$ cat src/rtl/alu_arbiter.sv
// rtl/alu_arbiter.sv - two-requester arbiter in front of a shared 16-bit ALU
//
// Purpose:
//   Two requesters share one ALU. An IDLE -> EXEC -> RESP FSM serves one
//   request at a time. The grant is combinational in IDLE. Operands are
//   latched into registers that drive the ALU. The result and zero flag are
//   captured after one full ALU cycle and then held until the owner takes them.
//
// Configuration:
//   ALU_ARB_RR_EN defined   -> round-robin on a tie (pointer resets to req 0)
//   ALU_ARB_RR_EN undefined -> fixed priority, req0 always beats req1
//
// Ports:
//   clk, rst                        clock, asynchronous active-high reset
//   reqN/opN/aN/bN                  request and operands from requester N
//   gntN                            request accepted this cycle (combinational)
//   rsp_validN / rsp_readyN         result handshake towards requester N
//   rsp_result / rsp_zero           captured ALU result and zero flag
//   alu_op / alu_a / alu_b          registered operands to the ALU
//   alu_result / alu_zero           ALU outputs
//   busy                            FSM is not in IDLE
module alu_arbiter #(
  parameter int WIDTH = 16
) (
  input  logic             clk,
  input  logic             rst,
  input  logic             req0,
  input  logic [3:0]       op0,
  input  logic [WIDTH-1:0] a0,
  input  logic [WIDTH-1:0] b0,
  output logic             gnt0,
  output logic             rsp_valid0,
  input  logic             rsp_ready0,
  input  logic             req1,
  input  logic [3:0]       op1,
  input  logic [WIDTH-1:0] a1,
  input  logic [WIDTH-1:0] b1,
  output logic             gnt1,
  output logic             rsp_valid1,
  input  logic             rsp_ready1,
  output logic [WIDTH-1:0] rsp_result,
  output logic             rsp_zero,
  output logic [3:0]       alu_op,
  output logic [WIDTH-1:0] alu_a,
  output logic [WIDTH-1:0] alu_b,
  input  logic [WIDTH-1:0] alu_result,
  input  logic             alu_zero,
  output logic             busy
);

  typedef enum logic [1:0] {
    S_IDLE = 2'd0,
    S_EXEC = 2'd1,
    S_RESP = 2'd2
  } state_t;

  state_t           r_state;
  state_t           w_next;
  logic             r_owner;
  logic [3:0]       r_op;
  logic [WIDTH-1:0] r_a;
  logic [WIDTH-1:0] r_b;
  logic [WIDTH-1:0] r_result;
  logic             r_zero;
  logic             w_pick1;
  logic             w_grant;
  logic             w_rsp_done;

`ifdef ALU_ARB_RR_EN
  // Requester favoured on a tie; after a grant the other one is favoured.
  logic r_prio;

  always_comb begin
    w_pick1 = req1 && (!req0 || r_prio);
  end

  always_ff @(posedge clk or posedge rst) begin
    if (rst) begin
      r_prio <= 1'b0;
    end else if (w_grant) begin
      r_prio <= ~w_pick1;
    end
  end
`else
  always_comb begin
    w_pick1 = req1 && !req0;
  end
`endif

  always_ff @(posedge clk or posedge rst) begin
    if (rst) begin
      r_state <= S_IDLE;
    end else begin
      r_state <= w_next;
    end
  end

  always_comb begin
    w_next     = r_state;
    gnt0       = 1'b0;
    gnt1       = 1'b0;
    rsp_valid0 = 1'b0;
    rsp_valid1 = 1'b0;
    w_grant    = 1'b0;
    w_rsp_done = 1'b0;
    busy       = (r_state != S_IDLE);
    case (r_state)
      S_IDLE: begin
        // Grants are held off while reset is asserted.
        if (!rst && (req0 || req1)) begin
          w_grant = 1'b1;
          gnt0    = !w_pick1;
          gnt1    = w_pick1;
          w_next  = S_EXEC;
        end
      end
      S_EXEC: begin
        w_next = S_RESP;
      end
      S_RESP: begin
        rsp_valid0 = !r_owner;
        rsp_valid1 = r_owner;
        w_rsp_done = r_owner ? rsp_ready1 : rsp_ready0;
        if (w_rsp_done) begin
          w_next = S_IDLE;
        end
      end
      default: begin
        w_next = S_IDLE;
      end
    endcase
  end

  always_ff @(posedge clk or posedge rst) begin
    if (rst) begin
      r_owner  <= 1'b0;
      r_op     <= 4'b0000;
      r_a      <= '0;
      r_b      <= '0;
      r_result <= '0;
      r_zero   <= 1'b0;
    end else begin
      if (w_grant) begin
        r_owner <= w_pick1;
        r_op    <= w_pick1 ? op1 : op0;
        r_a     <= w_pick1 ? a1 : a0;
        r_b     <= w_pick1 ? b1 : b0;
      end else if (w_rsp_done) begin
        r_op <= 4'b0000;
        r_a  <= '0;
        r_b  <= '0;
      end
      // The ALU has had the whole EXEC cycle to settle on the operand registers.
      if (r_state == S_EXEC) begin
        r_result <= alu_result;
        r_zero   <= alu_zero;
      end
    end
  end

  assign alu_op     = r_op;
  assign alu_a      = r_a;
  assign alu_b      = r_b;
  assign rsp_result = r_result;
  assign rsp_zero   = r_zero;

endmodule

$ cat config.mk
export PLATFORM = sky130hd
export DESIGN_NAME = alu_arbiter
export DESIGN_NICKNAME = d
export VERILOG_FILES = /design/src/rtl/alu_arbiter.sv
export SDC_FILE = /design/constraint.sdc
export NUM_CORES = 1
export LEC_CHECK = 0
export ABC_AREA = 1
export CAP_MARGIN = 25
export CORE_UTILIZATION = 35
export DETAILED_ROUTE_END_ITERATION = 8
export GPL_ROUTABILITY_DRIVEN = 0
export PLACE_DENSITY = 0.76
export SLEW_MARGIN = 10
export SYNTH_ARGS = -nofsm -noshare
export SYNTH_HDL_FRONTEND = slang
export SYNTH_SLANG_ARGS = --single-unit
$ cat constraint.sdc
create_clock -name clk -period 2.2 [get_ports clk]
set_input_delay 0.44 -clock clk [delete_from_list [all_inputs] [get_ports clk]]
set_output_delay 0.44 -clock clk [all_outputs]
set_load 0.03 [all_outputs]
== Word level (Yosys, flattened, before mapping) ==
Cells that the tools add are included.

* Logic and storage cells: 43
* Bits in registers: 56
* Output and inout port bits: 58
* Input bits: 95

* Eq/ne operators: 4
* Muxes and demuxes: 21
* Reduce and logical (&&, ||, !) cells: 11

{| class="wikitable"
|+ Operators by type and width
! operator !! number
|-
| 16-bit 2-to-1 mux || 5
|-
| 4-bit 2-to-1 mux || 3
|-
| 1-bit 2-to-1 mux || 10
|-
| 2-bit one-hot mux with 3 select lines || 1
|-
| 1-bit logical NOT || 4
|-
| 2-bit 2-to-1 mux || 2
|-
| 2-bit != test, second input constant || 2
|-
| 2-bit nonzero test || 2
|-
| 2-bit by 1-bit equality test with 1-bit output, second input constant || 1
|-
| 2-bit equality test, second input constant || 1
|-
| 1-bit logical AND || 2
|-
| 2-bit logical NOT || 1
|-
| 2-bit AND reduction || 1
|-
| 1-bit logical OR || 1
|}

== Logic depth before layout (Yosys ltp) ==
* Word-level depth: 5
* Gate-level depth with buffers: 8
* Mapped depth without buffers: 6

== Least setup slack after synthesis ==
OpenSTA, ideal clock, no wires.

* Kind: input-to-output
* From: input rst
* To: output gnt0
* Required time: 1.760 ns
* Setup slack: -0.525 ns
* Arrival time: 2.285 ns
* Stages: 3
* Buffers on the path: 0
* Path through: inv_1 -> nand2_1 -> nor2_1

* Longest elaborated chain between the ends: 4

{| class="wikitable"
|+ RTL lines
! element !! RTL line !! source
|-
| start: declaration || 26 || <nowiki>input logic rst,</nowiki>
|-
| 1-bit logical NOT (no source line) || -- ||
|-
| 1-bit logical AND || 110 || <nowiki>if (!rst && (req0 || req1)) begin</nowiki>
|-
| 1-bit 2-to-1 mux || 110 ||
|-
| 1-bit 2-to-1 mux || 107 || <nowiki>case (r_state)</nowiki>
|-
| end: declaration || 31 || <nowiki>output logic gnt0,</nowiki>
|}

No other way between the ends.

== Worst setup path after layout ==
* From: register r_state[0]
* To: output busy

* Longest elaborated chain between the ends: 1

{| class="wikitable"
|+ RTL lines
! element !! RTL line !! source
|-
| start: declaration || 57 || <nowiki>state_t r_state;</nowiki>
|-
| start signal: assignment || 94 || <nowiki>r_state <= w_next;</nowiki>
|-
| 2-bit nonzero test || 106 || <nowiki>busy = (r_state != S_IDLE);</nowiki>
|-
| end: declaration || 48 || <nowiki>output logic busy</nowiki>
|}

No other way between the ends.

==> results.env <==
STATUS='completed'
MULTI_INPUT_COMB_AREA_UM2=1280
FINAL_LAYOUT_SIZE_SUFFIX_GT1_FRAC=0.0979
SYNTH-SEQ-AREA-SHARE=0.488
YS.FLOP_TYPE='dfrtp_1'
SW_FRAC_OF_TOTAL=0.445
SYNTHESIS.INSTANCES=371
INITIAL_UTILIZATION=0.366
FINALNETCOUNT=615
PLACE_HPWL_UM=5760
LAYOUT_COMMONEST_CELL='nand2_1'
POWER_SWITCHING_mW=2.49
TRITONCTS_NUM_SINKS=56
SYNTH_WARNINGS=0
REGISTER_BIT_COUNT_REPORTED_BY_YOSYS=56
POWER_FRAC_CLOCK=0.101
NETLIST_TOP_CELLS_AREA='dfrtp_1 (49%), nand2_1 (29%), nand3_2 (7.3%)'
CRITICAL_PATH_CLASS='flop to primary output'
RELATIVE_CONTRIBUTION_OF_SEQUENTIAL_CELLS_TO_TOTAL_POWER=0.325
RSZ0062_AT_GRT='no'
WORST_PIN_SLEW_PS=691
LAYOUT_COMMON_CELLS='nand2_1 (221), clkdlybuf4s50_1 (147), dfrtp_1 (56)'
RELSLEWSLACK=0.540
FIRST_ITER_VIOLATIONS=83
TIMING.FINAL.CRIT_SHARE=0.881
WORSTSETUPSTARTPOINTTYPE='flop'
GRT_MAX_DEGREE=57
TOTALNEGATIVESETUPSLACK_PS=0
STATIC-LEAKAGE-POWER_nW=2.29
HOLD_PATH_DEPTH=2
VIA_COUNT=2851
ANTENNA_FOUND_INITIAL=0
DATA_REQUIRED_TIME_AT_THE_WORST_ENDPOINT_PS=1760
NETLIST-CELL-TYPE-COUNT=18
CAP_VIOL_MAX_COUNT=0
PORT_BUFFERS=152
GRT_FIRST_PASS_WIRELENGTH_UM=12600
ANT_NETS=0
OVERALL_TRACK_DEMAND_OVER_CAPACITY_IN_GLOBAL_ROUTING=0.185
INTERNAL_PWR_TOTAL_mW=3.10
TRITONCTS='yes'
SETUP_VIOL=0
ANTENNADIODECOUNT=0
STANDARD_CELL_ROW_COUNT=32
DIE-HEIGHT_UM=92.6
ROOT_BUFFER='clkbuf_8'
PATH_MAX_FANOUT=19
VDD_DROP_MAX_uV=631
AVGVIACOUNTPERCELL=4.58
CORE_UM2=7850
INSERTION_DELAY_PS=300
FINALCOREUTILIZATION=0.578
POST_SYNTH.CELL_AREA_AVG_UM2=7.74
DIE_AREA_UM2=8570
CPLARGESTDELAYFAMILY='buffers and inverters'
H-TREE-DEPTH=2
HOLD_VIOLATIONS=0
FINALMAXSLEWVIOLATIONS=0
FINAL_PERIOD_MINUS_WORST_SETUP_SLACK_PS=1940
CLOCK_PIN_SLEW_ON_THE_WORST_SETUP_AND_HOLD_PATHS_PS=90
SYNTH_AREA_UM2=2870
SYNTH_TO_FINAL_AREA_CHANGE_PCT=57.9
COMB_POWER_SHARE=0.574
POSTCTSSETUPBUFFERS=0
CRIT_CHAIN='buf_4 > nor2_2 > inv_1 > dlygate4sd2_1'
FLOORPLAN.IO_PINS=153
GLOBALROUTE.TOTALOVERFLOW=0
YOSYSTOPAREACELLSHARE=0.488
SLOWEST_STAGE='dfrtp_1'
MAX_CLOCK_BUF_DEPTH=2
MIN_PATH_TYPE='flop to flop'
ASYNC_RESET_FF_FRAC=1.00
DETAIL_ROUTE.DRC_VIOLATIONS=0
CRITICAL-PATH-MAX-STAGE-DELAY_PS=410
LAYOUT.AREA.SEQ_UM2=1400
CELL_DEPTH_OF_THE_WORST_SETUP_PATH=4
WORSTSETUPENDPOINTTYPE='primary output'
FF2FF_PATH_DEPTH=6
DRT-PASS1-ITER-COUNT=4
NUMCTSBUFFERS=5
TIMING.CRITICAL_PATH.ARRIVAL_PS=1500
POST_SYNTH_EDFFS=0
GRT_PASS1_VIAS=2727
CELLPOWERDENSITY_nW_PER_UM2=1230
MAXCLOCKFREQUENCY_GHz=0.516
FILLER_CELL_COUNT=752
FIN_WORST_SKEW_PS=4.63
CRITICAL_PATH_BUFFER_AND_INVERTER_COUNT=3
SYNTH_TOP_AREA_CELL='dfrtp_1'
DIE_W_UM=92.6
WL_UM=7470
SYNTH.NET_COUNT=466
DETAIL_ROUTE.WL_PER_CELL_UM=12.0
-- cell families after synthesis --
logic type / after synthesis / share of synthesized area
AND/OR/NAND/NOR: 284 / 0.441
buffers and inverters: 29 / 0.0679
AO/OA/AOI/OAI: 2 / 0.00348
flip-flops: 56 / 0.488
-- cell usage after synthesis (2+ instances only) --
cell     instances
nand2_1        221
dfrtp_1         56
nand3_1         33
nand3_2         21
buf_2            8
buf_4            6
buf_6            4
inv_1            4
nor2_1           4
inv_2            3
buf_8            2
nor2_4           2
o21ai_0          2
-- power by group through the flow --
| stage | Combinational [mW] | Sequential, mW | Clock [mW] |
|---|---|---|---|
| after floorplan | 0.949 | 2.76 | 0 |
| after global placement | 3.20 | 1.82 | 0 |
| after detailed placement | 3.25 | 1.84 | 0 |
| after CTS | 3.25 | 1.82 | 0.593 |
| after global routing | 3.44 | 1.88 | 0.630 |
| final | 3.20 | 1.81 | 0.563 |
-- what timing repair did --
action	in CTS	in global routing
pin swaps	0	0
hold buffers	0	0
resized for setup	1	2
setup endpoints to repair	1	2
-- worst paths after layout --
path / start / end / slack, ps
worst max-delay path: r_state[0] / busy / 260
worst min-delay path: rsp_result[11] / rsp_result[11] / 480
worst max register to register: r_state[0] / alu_b[13] / 710
worst min register to register: rsp_result[11] / rsp_result[11] / 480
max in group asynchronous: rst / alu_b[10] / 1000
min in group asynchronous: rst / r_state[1] / 750
-- final cells by class --
cell class	count	area share
sequential	56	0.309
timing repair buffer	163	0.353
clock inverter	1	0.00165
inverter	8	0.00772
multi-input combinational	286	0.281
tap	102	0.0281
clock buffer	7	0.0190
-- metal layers --
| layer | global-route usage | wire, um | part of all wire | vias up |
|---|---|---|---|---|
| li1 | - | - | - | 1444 |
| met1 | 0.225 | 3100 | 0.41 | 1303 |
| met2 | 0.325 | 3710 | 0.50 | 99 |
| met3 | 0.0476 | 609 | 0.082 | 5 |
| met4 | 0.0430 | 50 | 0.0067 | 0 |
| met5 | 0 | 0 | 0 | - |
-- state kept, by name, indices dropped and copies added, names as in the netlist --
name and flops:
alu_b 16, alu_a 16, r_state 2, rsp_zero 1, alu_op 4, r_owner 1
rsp_result 16
-- worst reg2reg max path, cell delays in order, from the launching register on --
cell	delay (ps)
dfrtp_1	410
buf_4	220
nor2_2	160
nand3_2	120
buf_4	270
nand3_1	140
nand2_1	60
-- metrics by stage --
step / setup slack, ps / cells / hold slack, ps / power (mW) / instance area, um2
CTS: 41.3 / 623 / 483 / 5.66 / 4530
finish: 262 / 623 / 478 / 5.58 / 4540
detailed placement: 332 / 615 / 459 / 5.09 / 4440
global placement: 328 / 615 / 452 / 5.02 / 4440
global route: 106 / 623 / 508 / 5.95 / 4540
floorplan: 90.5 / 371 / 496 / 3.70 / 2880
Note: power is estimated with default switching activity, not from simulation.
